### config.mk
export PLATFORM = sky130hd
export DESIGN_NAME = next_pc_unit
export DESIGN_NICKNAME = d
export VERILOG_FILES = /design/src/rtl/cpu_pkg.sv /design/src/rtl/ras_stack.sv /design/src/rtl/next_pc_unit.sv
export SDC_FILE = /design/constraint.sdc
export NUM_CORES = 1
export LEC_CHECK = 0
export CORE_ASPECT_RATIO = 1.2
export CORE_MARGIN = 5
export CORE_UTILIZATION = 65
export DETAILED_ROUTE_END_ITERATION = 16
export DONT_BUFFER_PORTS = 1
export PLACE_DENSITY = 0.88
export REMOVE_ABC_BUFFERS = 1
export SETUP_SLACK_MARGIN = 0.15
export SKIP_LAST_GASP = 1
export SLEW_MARGIN = 20
export SYNTH_ARGS = -nofsm -noshare
export SYNTH_HDL_FRONTEND = slang
export SYNTH_SLANG_ARGS = --single-unit
### constraint.sdc
create_clock -name CLK -period 3.33 [get_ports CLK]
set_input_delay 0.1665 -clock CLK [delete_from_list [all_inputs] [get_ports CLK]]
set_output_delay 0.1665 -clock CLK [all_outputs]
set_load 0.02 [all_outputs]
### src/rtl/cpu_pkg.sv
// Shared definitions for the front-end control blocks.
//   pc_state_e       : run/halt sequencing states of the next-PC stage
//   PC_W             : program counter width
//   DEFAULT_START_PC : reset / restart fetch address
package cpu_pkg;

    localparam int PC_W = 16;

    localparam logic [PC_W-1:0] DEFAULT_START_PC = 16'h0000;

    typedef enum logic [1:0] {
        IDLE   = 2'd0,
        RUN    = 2'd1,
        HALTED = 2'd2
    } pc_state_e;

endpackage

### src/rtl/ras_stack.sv
// Return-address stack: a LIFO addressed by its own fill count.
// Ports:
//   CLK, reset_ctrl : clock, asynchronous active-high reset (empties the stack)
//   push, pop       : one operation per cycle; a push while full and a pop
//                     while empty are ignored here (the caller flags them)
//   clear           : empties the stack, takes precedence over push/pop
//   din             : value pushed
//   top             : most recently pushed entry (undefined contents when empty)
//   count           : number of valid entries
//   full, empty     : count == DEPTH / count == 0
module ras_stack
    import cpu_pkg::*;
#(
    parameter int DEPTH = 4,
    parameter int W     = PC_W,
    localparam int CNT_W = $clog2(DEPTH + 1),
    localparam int IDX_W = $clog2(DEPTH)
) (
    input  logic             CLK,
    input  logic             reset_ctrl,
    input  logic             push,
    input  logic             pop,
    input  logic             clear,
    input  logic [W-1:0]     din,
    output logic [W-1:0]     top,
    output logic [CNT_W-1:0] count,
    output logic             full,
    output logic             empty
);

    logic [W-1:0]     mem [DEPTH];
    logic [IDX_W-1:0] wr_idx;
    logic [IDX_W-1:0] top_idx;
    logic             do_push;
    logic             do_pop;

    assign full    = (count == CNT_W'(DEPTH));
    assign empty   = (count == '0);
    assign do_push = push && !full && !clear;
    assign do_pop  = pop && !empty && !clear;

    // DEPTH is a power of two, so the low bits of count are the next free
    // slot and one below them (wrapping when full) is the top entry.
    assign wr_idx  = count[IDX_W-1:0];
    assign top_idx = wr_idx - IDX_W'(1);
    assign top     = mem[top_idx];

    always_ff @(posedge CLK or posedge reset_ctrl) begin
        if (reset_ctrl) begin
            count <= '0;
        end else if (clear) begin
            count <= '0;
        end else if (do_push) begin
            count <= count + CNT_W'(1);
        end else if (do_pop) begin
            count <= count - CNT_W'(1);
        end
    end

    // Storage is left alone on pop/clear; only the count decides validity.
    always_ff @(posedge CLK) begin
        if (do_push) begin
            mem[wr_idx] <= din;
        end
    end

endmodule

### src/rtl/next_pc_unit.sv
// Next-PC generation stage feeding the PC register.
// Ports:
//   CLK, reset_ctrl      : clock, asynchronous active-high reset
//   pc_in                : current PC fed back from the PC register
//   start                : begin / restart execution (ignored while running)
//   stall                : hold the PC this cycle
//   halt_req             : halt instruction decoded
//   branch_en, cond_flag : conditional branch and its ALU condition
//   branch_off           : signed PC-relative branch offset
//   jump_en, jump_target : absolute jump and its target (also the call target)
//   call_en, ret_en      : call (pushes pc_in+1) / return (pops the RAS)
//   pcnext_out           : combinational next PC, loaded on the next CLK edge
//   running, done        : state is RUN / HALTED
//   ras_err              : sticky RAS overflow/underflow
//   ras_count            : valid RAS entries
module next_pc_unit
    import cpu_pkg::*;
#(
    parameter logic [PC_W-1:0] START_PC  = DEFAULT_START_PC,
    parameter int              OFF_W     = 8,
    parameter int              RAS_DEPTH = 4
) (
    input  logic                           CLK,
    input  logic                           reset_ctrl,
    input  logic [PC_W-1:0]                pc_in,
    input  logic                           start,
    input  logic                           stall,
    input  logic                           halt_req,
    input  logic                           branch_en,
    input  logic                           cond_flag,
    input  logic [OFF_W-1:0]               branch_off,
    input  logic                           jump_en,
    input  logic [PC_W-1:0]                jump_target,
    input  logic                           call_en,
    input  logic                           ret_en,
    output logic [PC_W-1:0]                pcnext_out,
    output logic                           running,
    output logic                           done,
    output logic                           ras_err,
    output logic [$clog2(RAS_DEPTH+1)-1:0] ras_count
);

    pc_state_e       state_q, state_d;
    logic [PC_W-1:0] pc_inc;
    logic [PC_W-1:0] br_target;
    logic [PC_W-1:0] ras_top;
    logic            ras_full, ras_empty;
    logic            ras_push, ras_pop, ras_clear;
    logic            err_set, err_clr;

    // All PC arithmetic wraps modulo 2^16 by width truncation.
    assign pc_inc    = pc_in + PC_W'(1);
    assign br_target = pc_in + PC_W'($signed(branch_off));

    assign running = (state_q == RUN);
    assign done    = (state_q == HALTED);

    ras_stack #(
        .DEPTH (RAS_DEPTH),
        .W     (PC_W)
    ) u_ras (
        .CLK        (CLK),
        .reset_ctrl (reset_ctrl),
        .push       (ras_push),
        .pop        (ras_pop),
        .clear      (ras_clear),
        .din        (pc_inc),
        .top        (ras_top),
        .count      (ras_count),
        .full       (ras_full),
        .empty      (ras_empty)
    );

    always_ff @(posedge CLK or posedge reset_ctrl) begin
        if (reset_ctrl) begin
            state_q <= IDLE;
            ras_err <= 1'b0;
        end else begin
            state_q <= state_d;
            if (err_clr) begin
                ras_err <= 1'b0;
            end else if (err_set) begin
                ras_err <= 1'b1;
            end
        end
    end

    always_comb begin
        state_d    = state_q;
        pcnext_out = pc_in;
        ras_push   = 1'b0;
        ras_pop    = 1'b0;
        ras_clear  = 1'b0;
        err_set    = 1'b0;
        err_clr    = 1'b0;
        unique case (state_q)
            IDLE: begin
                pcnext_out = START_PC;
                if (start) state_d = RUN;
            end
            RUN: begin
                // First match wins; a stall masks everything, including halt.
                if (stall) begin
                    pcnext_out = pc_in;
                end else if (halt_req) begin
                    pcnext_out = pc_in;
                    state_d    = HALTED;
                end else if (ret_en) begin
                    if (!ras_empty) begin
                        pcnext_out = ras_top;
                        ras_pop    = 1'b1;
                    end else begin
                        pcnext_out = pc_inc;
                        err_set    = 1'b1;
                    end
                end else if (call_en) begin
                    pcnext_out = jump_target;
                    if (!ras_full) ras_push = 1'b1;
                    else           err_set  = 1'b1;
                end else if (jump_en) begin
                    pcnext_out = jump_target;
                end else if (branch_en && cond_flag) begin
                    pcnext_out = br_target;
                end else begin
                    pcnext_out = pc_inc;
                end
            end
            HALTED: begin
                // Restart behaves like a fresh start: new PC, empty RAS, no error.
                if (start) begin
                    pcnext_out = START_PC;
                    state_d    = RUN;
                    ras_clear  = 1'b1;
                    err_clr    = 1'b1;
                end
            end
            default: begin
                pcnext_out = START_PC;
                state_d    = IDLE;
            end
        endcase
    end

endmodule

---- After elaboration in Yosys (flattened, before gate mapping) ----
Memory sizes are Yosys's and may differ from the RTL's.
Cells that the tools add are included.
cells by class
  $add $sub $neg .......................... 5
  eq/ne operators ......................... 6
  mux-type cells .......................... 40
  reduce and logical (&&, ||, !) cells .... 14
operator list
  kind                     number
  $mux W16                 8
  $pmux W16 S2             1
  $mux W1                  24
  $add A16 B1 Y16 const B  1
  $add A16 B16 Y16         1
  $mux W3                  3
  $mux W2                  3
  $logic_and A1 B1 Y1      5
  $ne A2 B2 Y1 const B     2
  $pmux W2 S2              1
  $add A3 B1 Y3 const B    1
  $eq A3 B3 Y1 const B     1
  $logic_not A1 Y1         3
  $logic_not A3 Y1         1
  $reduce_and A3 Y1        1
  $reduce_bool A3 Y1       1
  $sub A3 B1 Y3 const B    1
  $eq A2 B1 Y1 const B     1
  $eq A2 B2 Y1 const B     1
  $logic_not A2 Y1         1
  $ne A2 B1 Y1 const B     1
  $reduce_bool A2 Y1       1
  $reduce_or A2 Y1         1
  $sub A2 B1 Y2 const B    1
word-level totals
  register bits after elaboration ......... 6
  RAM bits ................................ 64
  input bits .............................. 50
  memories ................................ 1
memories
  memory     words  bits a word  rd ports  clocked after memory_dff  wr ports  line             text
  u_ras.mem  4      16           1         0                         1         ras_stack.sv:31  logic [W-1:0] mem [DEPTH];

---- Depth between registers and ports, before layout ----
  word-level depth ........................ 11
  mapped depth ............................ 11

---- Cells and area by module ----
Synthesis repeated with hierarchy kept, for this count alone.
second synthesis, totals
  cells, all modules ...................... 451
  area total of the unflattened synthesis .. 4888.4 um2
modules (own cells, without submodules)
  module        times used  cells each  area each (um2)  sequential area each (um2)
  ras_stack     1           116         2601.2           1996.9
  next_pc_unit  1           335         2287.2           75.1

---- Worst setup path before layout ----
OpenSTA, ideal clock, no wires.
  path type ............................... register to output
  start point ............................. register u_ras.count[0]
  end point ............................... output pcnext_out[9]
  data arrival time ....................... 2.923 ns
  required time ........................... 3.164 ns
  path slack .............................. 0.240 ns
  stages on the path, launching flop included .. 11
  cell sequence ........................... dfrtp_1 -> buf_2 -> buf_4 -> inv_1 -> ha_1 -> clkbuf_1 -> mux4_2 -> o221a_2 -> o21a_1 -> a21oi_1 -> nor4b_1
on the way
  cells in the longest elaborated chain, start to end .. 7
  elaborated cells on any way between the ends .. 8
  those cells by class .................... add/sub (1); mux (5); reduce/logical (1); memory (1)
ends and longest elaborated chain
  item                    line                 text
  start, declared         ras_stack.sv:26      output logic [CNT_W-1:0] count,
  start signal, assigned  ras_stack.sv:54      count <= count + CNT_W'(1);
  start signal, assigned  ras_stack.sv:56      count <= count - CNT_W'(1);
  $sub A2 B1 Y2           ras_stack.sv:45      assign top_idx = wr_idx - IDX_W'(1);
  $mem_v2 Z4 W16          --
  $mux W16 *              next_pc_unit.sv:109  if (!ras_empty) begin
  $mux W16 *              next_pc_unit.sv:108  end else if (ret_en) begin
  $mux W16 *              next_pc_unit.sv:105  end else if (halt_req) begin
  $mux W16 *              next_pc_unit.sv:103  if (stall) begin
  $pmux W16 S2 *          next_pc_unit.sv:96   unique case (state_q)
  end, declared           next_pc_unit.sv:36   output logic [PC_W-1:0] pcnext_out,
Every way passes the cells marked *; elsewhere a longest branch is shown, timed or not.

---- Worst setup path after layout ----
  start point ............................. register u_ras.count[1]
  end point ............................... output pcnext_out[13]
The elaborated chain is that of the path after synthesis.

==> summary.md <==
| Metric | Value |
|---|---|
| Run status | finished clean |
| Start point of the critical path | u_ras.count[1] |
| Seq pwr share | 0.326 |
| Total power | 3290 uW |
| Register area | 2070 sq um |
| Post-CTS Setup Bufs | 0 |
| Worst path arrival time | 2890 ps |
| Post-synth EDFFs | 64 |
| Final wirelength | 14,000 um |
| Fin util | 0.721 |
| Worst IR Drop VDD | 482 uV |
| Most frequent CP cell | nor3_1 |
| CP startpoint kind | flip-flop |
| FF-to-FF setup slack | 740 ps |
| Worst Setup EP | pcnext_out[13] |
| Post-layout min period | 3050 ps |
| Ports | 72 |
| Psw | 1250 uW |
| Cell area after synthesis | 4790 sq um |
| Largest net degree at the start of global routing | 24 |
| Pleak | 0.00186 uW |
| Async SR Flop Fraction | 0.0857 |
| Slew Limit Fails | 0 |
| Power share of the clock group | 0.225 |
| IO buf count | 0 |
| Max stage delay cell, worst path | dfrtp_1 |
| Sequential fraction of the synthesis area | 0.433 |
| Area of the core | 7230 sq um |
| # setup viols final | 0 |
| Tightest Pin Transition | 793 ps |
| F_max | 328 MHz |
| Sw Share | 0.379 |
| DRT Pass-1 Iters | 6 |
| CTS tree | built |
| Vias in the first global route | 3,994 |
| Mapped Cells | 445 |
| Worst r2r dst | u_ras.mem[0][8] |
| Worst Setup Path Type | flip-flop to output pin |
| Overall die height | 104 um |
| RSZ-0062 raised after global routing | yes |
| First-pass GRT wire length | 22,100 um |
| Clock sinks | 70 |
| Synth warn | 0 |
| Max Clock Skew | 12.9 ps |
| Final worst slack | 277 ps |
| Fillers | 485 |
| Clock Tree Root | clkbuf_8 |
| Die ar. | 9190 sq um |
| Post-synthesis area per instance | 10.8 sq um |
| CP max stage delay | 530 ps |
| Worst-Skew Late Latency | 350 ps |
| Initial Util | 0.662 |
| Total GRT Usage | 0.321 |
| Final-report hold violation count | 0 |
| Reg2Reg Depth | 8 |
| Worst slew margin | 0.471 |
| Area contributors post-synth | edfxtp_1 (40%), mux4_2 (7.5%), ha_1 (6.3%) |
| CTS clk-pin slew, worst paths | 80 ps |
| Share of the synthesized area in the top cell type | 0.401 |
| Maximum clock path buffer count | 2 |
| Hpwl dp | 9910 um |
| Post-route ant nets | 0 |
| Most common cell in the netlist | edfxtp_1 |
| Top cells by count, synth | edfxtp_1 (64), nand2_1 (40), a21oi_1 (26) |
| Pre-CTS WS | 517 ps |
| RR Startpoint | state_q[1] |
| DIE WIDTH | 88.4 um |
| Max FO, Critical Path | 8 |
| Comb pwr share | 0.449 |
| Synth Flop Type | edfxtp_1 |
| Routed length per instance | 25.1 um |
| Number of H-tree levels | 3 |
| Max-cap violation count | 0 |
| Residual DRC | 0 |
| Hold_ws | 32.4 ps |
| DR vias/cell | 7.31 |
| ANT cells | 0 |
| Row count | 34 |
| Fraction of layout cells with a size suffix above 1 | 0.157 |
| Setup crit end kind | output pin |
| Synthesis-to-layout area growth | 8.91% |
| Final net count | 537 |
| Number of DRC markers after the initial detailed-route iteration | 550 |
| RePlAce Congestion | 0.947 |
| Pwr Density | 631 nW/um^2 |
| Period utilisation layout | 0.917 |
| CP Cell Sequence | inv_1 -> ha_2 -> mux4_2 -> nor3_1 -> nor3_1 -> a21oi_1 -> o21ai_0 -> a31o_1 |
| Grt ovf | 0 |
| Inserted Clock Buffers | 9 |
| Vias post-DR | 4,066 |
| Initial antenna violation count | 0 |
| Pint | 2040 uW |
| Worst hold path class | primary input to flip-flop |
| WP data required | 3160 ps |
| Largest area contributor in the netlist | edfxtp_1 |
| Netlist cell types | 70 |
| Synth Register Bits | 70 |
| Multi-input logic area | 2560 sq um |
-- sequential cells by signal, summed over array words and instances, names as in the netlist --
name	cells
u_ras.count	3
u_ras.mem	64
state_q	2
ras_err	1
-- how the worst min path moves through the flow --
| stage | startpoint | endpoint | slack (ps) | cells after the start |
|---|---|---|---|---|
| floorplan | reset_ctrl | ras_err | -40 | 1 |
| global placement | reset_ctrl | u_ras.count[0] | -20 | 1 |
| detailed placement | reset_ctrl | state_q[0] | -20 | 1 |
| CTS | pc_in[0] | u_ras.mem[2][0] | 10 | 1 |
| global route | pc_in[0] | u_ras.mem[2][0] | 20 | 1 |
| finish | pc_in[0] | u_ras.mem[3][0] | 30 | 1 |
-- per-layer routing --
metal	vias up	track usage	wire length, um
li1	1766	-	-
met1	1905	0.397	4840
met2	323	0.510	6730
met3	72	0.113	1690
met4	0	0.124	710
met5	-	0	0
-- power by group through the flow --
| stage | Sequential (uW) | Clock, uW | Combinational (uW) |
|---|---|---|---|
| floorplan | 1130 | 0 | 968 |
| global placement | 1090 | 0 | 1390 |
| detailed placement | 1090 | 0 | 1430 |
| CTS | 1070 | 740 | 1460 |
| global route | 1080 | 791 | 1600 |
| finish | 1070 | 740 | 1480 |
-- repair_timing --
action,4_1_cts,5_1_grt
cloned,0,0
resized for setup,1,4
hold buffers,2,0
hold endpoints to repair,10,0
pin swaps,0,0
endpoints found under the setup margin,1,5
-- kinds of logic (layout without fill, tap and decap cells) --
| logic type | Yosys count | count (layout) | share of synthesized area |
|---|---|---|---|
| buffers and inverters | 37 | 58 | 0.0358 |
| adders and majority gates | 26 | 26 | 0.0711 |
| and+or+nand+nor | 144 | 144 | 0.153 |
| DFF | 70 | 70 | 0.433 |
| muxes | 18 | 18 | 0.0794 |
| AOI/OAI and AO/OA | 131 | 131 | 0.191 |
| xor gates and xnor gates | 19 | 19 | 0.0363 |
-- placed cells by master, fill, tap and decap left out, types with 3 or more instances in the layout --
| cell type | count |
|---|---|
| mux4_2 | 16 |
| xor2_1 | 8 |
| buf_4 | 23 |
| edfxtp_1 | 64 |
| o221a_2 | 3 |
| dfrtp_1 | 6 |
| o221ai_1 | 8 |
| and4_1 | 4 |
| o21ai_1 | 3 |
| nor2_1 | 24 |
| nor3_1 | 18 |
| a21oi_2 | 3 |
| xnor2_1 | 10 |
| nand3_1 | 10 |
| o31a_1 | 3 |
| nor4_1 | 4 |
| a21oi_1 | 26 |
| ha_1 | 22 |
| o211ai_1 | 3 |
| o41a_1 | 3 |
| clkinvlp_4 | 3 |
| nor2b_1 | 5 |
| nand2_1 | 39 |
| nand2b_1 | 4 |
| nand4_1 | 6 |
| a21o_1 | 8 |
| a31oi_1 | 7 |
| and2_1 | 10 |
| clkbuf_8 | 9 |
| or3_1 | 4 |
| o21a_1 | 9 |
| and3_1 | 4 |
| a211oi_1 | 7 |
| inv_1 | 17 |
| o21ai_0 | 24 |
-- layout make-up --
cell class | count | share of cell area
multi-input cells | 338 | 0.491
flip-flops and latches | 70 | 0.397
repair buffers | 25 | 0.0369
clock buffers | 10 | 0.0245
well taps | 90 | 0.0216
clock inverters | 6 | 0.0166
inverters | 17 | 0.0122
-- critical path: cells and delay by family, from the launching register on --
kind | cells | cell delay (ps)
compound gates | 3 | 560
flops | 1 | 530
fa+ha+maj | 1 | 500
simple gates | 2 | 440
mux | 1 | 350
buf+inv | 1 | 160
-- metrics by stage --
stage	setup TNS, ps	area (sq um)	std cells
after floorplan	-106	4680	425
after global placement	0	4970	538
after detailed placement	0	4970	538
after CTS	0	5210	556
after global routing	0	5220	556
final	0	5220	556
No activity file was read; power rests on OpenSTA's default activity.
